## config.mk

```make
export PLATFORM = sky130hd
export DESIGN_NAME = instruction_sequencer
export DESIGN_NICKNAME = d
export VERILOG_FILES = /design/src/rtl/instruction_sequencer.sv
export SDC_FILE = /design/constraint.sdc
export NUM_CORES = 1
export LEC_CHECK = 0
export ABC_AREA = 1
export BUFFER_PORTS_ARGS = -buffer_cell sky130_fd_sc_hd__buf_4
export CORE_AREA = 2 2 65 67
export CTS_BUF_LIST = sky130_fd_sc_hd__clkbuf_2 sky130_fd_sc_hd__clkbuf_4 sky130_fd_sc_hd__clkbuf_8
export DETAILED_ROUTE_END_ITERATION = 12
export DIE_AREA = 0 0 67 69
export GPL_ROUTABILITY_DRIVEN = 0
export HOLD_SLACK_MARGIN = 0.15
export PLACE_DENSITY_LB_ADDON = 0.2
export SETUP_SLACK_MARGIN = 0.2
export SLEW_MARGIN = 15
export SYNTH_ARGS = -nofsm -noshare
export SYNTH_HDL_FRONTEND = slang
export SYNTH_SLANG_ARGS = --single-unit
```

## constraint.sdc

```tcl
create_clock -name clk -period 1.5 [get_ports clk]
set_input_delay 0 -clock clk [delete_from_list [all_inputs] [get_ports clk]]
set_output_delay 0 -clock clk [all_outputs]
set_load 0.03 [all_outputs]
```

## src/rtl/instruction_sequencer.sv

```systemverilog
// instruction_sequencer
// Multi-cycle control sequencer for a small two-register datapath. Each
// instruction is fetched from an external, combinational instruction memory,
// decoded into registered ALU/mux controls, held one cycle for the ALU to
// settle, and then written back with a single-cycle load pulse.
//
// Ports
//   clk        single clock, rising edge
//   rst        synchronous, active-high reset
//   start      begins execution from IDLE (ignored in every other state)
//   im_addr    instruction-memory address (program counter)
//   im_data    instruction word {op[6:0], lit[7:0]}, combinational from im_addr
//   load_a/b   register write enables, asserted only in WRITE
//   sel_a/b    ALU operand-mux selects
//   alu_s      ALU operation
//   lit        literal operand
//   busy       high while an instruction is in flight (and in PAUSE)
//   done       high only in HALTED
//   instr_cnt  retired-instruction count, saturating at 255
//   step_mode, step   (only with SINGLE_STEP_EN) single-step control
//
// Optional feature: define SINGLE_STEP_EN to add step_mode/step and a PAUSE
// state entered after WRITE while step_mode=1; a step pulse resumes at FETCH.
//
// state  | meaning
// IDLE   | waiting for start
// FETCH  | im_addr=PC, latch im_data into IR
// DECODE | register control fields from IR, or stop on halt bit
// EXEC   | controls held stable while the ALU settles
// WRITE  | load pulse, count the instruction, advance PC
// HALTED | program finished; absorbing until rst
// PAUSE  | (SINGLE_STEP_EN) waiting for a step pulse

module instruction_sequencer #(
    parameter int ADDR_W   = 6,
    parameter int PROG_LEN = 57
) (
    input  logic              clk,
    input  logic              rst,
    input  logic              start,
`ifdef SINGLE_STEP_EN
    input  logic              step_mode,
    input  logic              step,
`endif
    output logic [ADDR_W-1:0] im_addr,
    input  logic [14:0]       im_data,
    output logic              load_a,
    output logic              load_b,
    output logic [1:0]        sel_a,
    output logic [1:0]        sel_b,
    output logic [2:0]        alu_s,
    output logic [7:0]        lit,
    output logic              busy,
    output logic              done,
    output logic [7:0]        instr_cnt
);

    localparam logic [2:0] IDLE   = 3'd0;
    localparam logic [2:0] FETCH  = 3'd1;
    localparam logic [2:0] DECODE = 3'd2;
    localparam logic [2:0] EXEC   = 3'd3;
    localparam logic [2:0] WRITE  = 3'd4;
    localparam logic [2:0] HALTED = 3'd5;
`ifdef SINGLE_STEP_EN
    localparam logic [2:0] PAUSE  = 3'd6;
`endif

    localparam logic [ADDR_W-1:0] LAST_PC = ADDR_W'(PROG_LEN - 1);

    logic [2:0]        state;
    logic [ADDR_W-1:0] pc;
    logic [14:0]       ir;
    logic [1:0]        dest;

    always_ff @(posedge clk) begin
        if (rst) begin
            state     <= IDLE;
            pc        <= '0;
            ir        <= '0;
            instr_cnt <= '0;
            alu_s     <= '0;
            sel_a     <= '0;
            sel_b     <= '0;
            lit       <= '0;
            dest      <= '0;
        end else begin
            case (state)
                IDLE: begin
                    if (start) state <= FETCH;
                end
                FETCH: begin
                    ir    <= im_data;
                    state <= DECODE;
                end
                DECODE: begin
                    alu_s <= ir[10:8];
                    dest  <= ir[12:11];
                    sel_a <= ir[13] ? 2'b10 : 2'b00;
                    sel_b <= ir[13] ? 2'b01 : 2'b10;
                    lit   <= ir[7:0];
                    // A halt instruction retires nothing and never reaches WRITE.
                    state <= ir[14] ? HALTED : EXEC;
                end
                EXEC: begin
                    state <= WRITE;
                end
                WRITE: begin
                    if (instr_cnt != 8'hFF) instr_cnt <= instr_cnt + 8'd1;
                    // The last instruction stops the program without wrapping PC.
                    if (pc == LAST_PC) begin
                        state <= HALTED;
                    end else begin
                        pc <= pc + ADDR_W'(1);
`ifdef SINGLE_STEP_EN
                        state <= step_mode ? PAUSE : FETCH;
`else
                        state <= FETCH;
`endif
                    end
                end
                HALTED: begin
                    state <= HALTED;
                end
`ifdef SINGLE_STEP_EN
                PAUSE: begin
                    if (step) state <= FETCH;
                end
`endif
                default: begin
                    state <= IDLE;
                end
            endcase
        end
    end

    assign im_addr = pc;
    assign load_a  = (state == WRITE) && dest[0];
    assign load_b  = (state == WRITE) && dest[1];
    assign done    = (state == HALTED);
`ifdef SINGLE_STEP_EN
    assign busy    = (state == FETCH) || (state == DECODE) || (state == EXEC) ||
                     (state == WRITE) || (state == PAUSE);
`else
    assign busy    = (state == FETCH) || (state == DECODE) || (state == EXEC) ||
                     (state == WRITE);
`endif

endmodule
```

==> impl_metrics.py <==
metrics = {
    "status": {
        "status": "completed",
    },
    "cells_and_area": {
        "layout_common_cells": "buf_4 (53), nand2_1 (41), dfxtp_1 (39), a21oi_1 (33)",
        "nets": 364,
        "layout-drive-gt1-share_pct": 31.1,
        "final_common_cell": "buf_4",
        "n_fill_cell": 323,
        "final_cell_area_um2": 2920,
        "diodes": 0,
        "area_delta_synth_final_pct": 43.3,
    },
    "synthesis": {
        "syn-cell-area_um2": 2040,
        "synth_area_per_cell_um2": 7.49,
        "synthTopCellsByArea": "dfxtp_1 (46%), a21oi_1 (8.3%), nand2_1 (7.9%), nor2_1 (5.9%), inv_1 (5.3%)",
        "synth_top_area_cell": "dfxtp_1",
        "synth_top_area_share_pct": 46.2,
        "ys_seq_elements": 47,
        "ys_warn_count": 0,
        "syn-num-nets": 293,
        "ys_types": 28,
        "syn_inst": 272,
        "synth-seq-area-share_pct": 46.2,
    },
    "clock_network": {
        "clk_pin_slew_ns": 0.08,
        "cts_inserted_buffers": 5,
        "ctsHtreeMaxLevel": 2,
        "clock-sinks": 47,
        "root_buffer": "clkbuf_8",
        "insertion_delay_ns": 0.30,
        "cts_tree": "done",
        "cts_buffer_depth": 2,
    },
    "die": {
        "die_h_um": 69,
        "fp-row-count": 23,
        "die_w_um": 67,
        "die_area_um2": 4620,
        "start_util_pct": 52.1,
        "coreArea_um2": 3910,
        "ioPinCount": 51,
    },
    "routing": {
        "top_layer": "met4",
        "drt-wirelength-per-cell_um": 12.8,
        "vias": 1967,
        "via_per_inst": 4.99,
        "route.detailed.drc": 0,
        "dr.first_iter.drc_count": 118,
        "dr.pass1.iters": 4,
        "wl_met1_um": 2170,
        "totalWireLength_um": 5040,
        "drtAntennaViolNets": 0,
        "met3_wirelength_um": 228,
        "met2_length_um": 2580,
    },
    "worst_setup_path": {
        "crit_fanout": 6,
        "start_kind": "register",
        "crit_required_ns": 1.70,
        "arrival_ns": 1.48,
        "crit_path_end_kind": "register",
        "path_class": "reg -> reg",
    },
    "power_and_ir_drop": {
        "p_sw_uw": 883,
        "totalPowerFinal_mw": 3.05,
        "leakagePower_nw": 1.22,
        "power_density_nw_per_um2": 1050,
        "vdd_drop_max_v": 0.000761,
        "sw_frac_of_total_pct": 28.9,
        "p_comb_share_pct": 21.8,
        "pwr-share-seq_pct": 47.0,
        "internal_power_mw": 2.17,
        "p_clk_share_pct": 31.2,
    },
    "timing": {
        "rsz0062_at_grt": "yes",
        "fin_tns_setup_ns": 0,
        "final.min_clock_period_ns": 1.28,
        "fmax_mhz": 780,
        "hold_viol_final": 0,
        "setup_violations": 0,
        "clock_skew_ns": 0.00491,
        "fin_crit_sh_pct": 85.4,
        "slew_violations": 0,
    },
    "flow_run": {
        "max_cap_violations": 0,
    },
    "global_route": {
        "grt_pass1_vias": 1796,
        "antenna_found_initial": 0,
        "grt_max_degree": 26,
        "grt_first_pass_wirelength_um": 7700,
        "grt_usage_pct": 21.1,
        "overflow": 0,
    },
    "placement": {
        "dp_hpwl_um": 2970,
        "numPortBuffers": 49,
        "place_area_um2": 2440,
    },
    "worst_hold_path": {
        "min_path_type": "reg -> reg",
    },
}
[metrics by stage]
step | hold WS [ns] | util (%) | setup WS, ns | std cells
5_1_grt | 0.476 | 74.6 | 0.118 | 394
6_report | 0.456 | 74.6 | 0.219 | 394
3_5_place_dp | 0.252 | 62.4 | 0.153 | 364
4_1_cts | 0.459 | 70.4 | 0.157 | 389
3_3_place_gp | 0.245 | 62.4 | 0.198 | 364
2_1_floorplan | 0.154 | - | 0.175 | 272
[state kept, by name, indices dropped and copies added (netlist names)]
signal,flops
instr_cnt,8
im_addr,6
alu_s,3
sel_b,2
ir,15
state,3
lit,8
dest,2
[synth_stat cells]
master    instances
nand2_1          43
nand2_2           2
nand3b_1          1
nor2_8            1
o21ai_1          18
o21ai_0          13
nand3_1          16
nor3_1            1
a21oi_2           1
o22ai_1           1
inv_1            29
nor2_4            1
nor2_1           32
clkbuf_1          5
xor2_1            1
dfxtp_1          47
ha_1              3
buf_2             1
buf_6             2
inv_2             4
conb_1            1
nand4_1           4
nand2_4           2
a21oi_1          34
nor2_2            3
a31oi_1           1
buf_4             4
nor3_4            1
[per-layer routing]
metal	track usage, %	up-vias
met1	26.8	891
met4	6.35	0
met5	0	-
met3	5.55	8
met2	34.4	46
li1	-	1022
[worst max-delay path, stage by stage (launching register included)]
cell and delay, ns:
dfxtp_4 0.39, ha_4 0.15, nand2_2 0.08, nor2_4 0.20, nand2_4 0.10, nand2_4 0.09, nor2_1 0.04, nor2_1 0.08
nor2_1 0.05
[layout make-up]
| class | instances | area [um2] | share of cell area (%) |
|---|---|---|---|
| multi-input cells | 181 | 1020 | 35.0 |
| flip-flops and latches | 47 | 966 | 33.1 |
| repair buffers | 75 | 624 | 21.4 |
| inverters | 33 | 126 | 4.33 |
| clock buffers | 6 | 82.6 | 2.83 |
| well taps | 50 | 62.6 | 2.14 |
| clock inverters | 2 | 35.0 | 1.20 |
[timing repair]
item	CTS	global route
pin swaps	2	9
hold endpoints to repair	26	0
endpoints found under the setup margin	13	20
cloned	0	1
hold buffers	17	0
resized for setup	7	34
setup buffers	0	4
[power by group through the flow]
stage	clock (mW)	combinational [mW]	sequential, mW
floorplan	0	0.329	1.54
global placement	0	0.577	1.46
detailed placement	0	0.588	1.46
CTS	0.964	0.626	1.43
global route	1.03	0.733	1.45
finish	0.952	0.667	1.43
[final timing paths]
path | cells past startpoint | to | slack (ns) | from
setup / recovery | 8 | instr_cnt[7] | 0.22 | instr_cnt[0]
hold / removal | 2 | ir[8] | 0.46 | ir[8]
setup reg to reg | 8 | instr_cnt[7] | 0.22 | instr_cnt[0]
hold reg to reg | 2 | ir[8] | 0.46 | ir[8]
[logic make-up (layout without fill, tap and decap cells)]
group	after synthesis	in the layout	synth area share, %
other cells	1	1	0.184
compound gates	68	68	17.0
fa+ha+maj	3	3	1.84
buf+inv	45	116	9.82
simple gates	107	108	24.6
xor+xnor	1	1	0.430
flops	47	47	46.2
(Power assumes the default switching activity.)
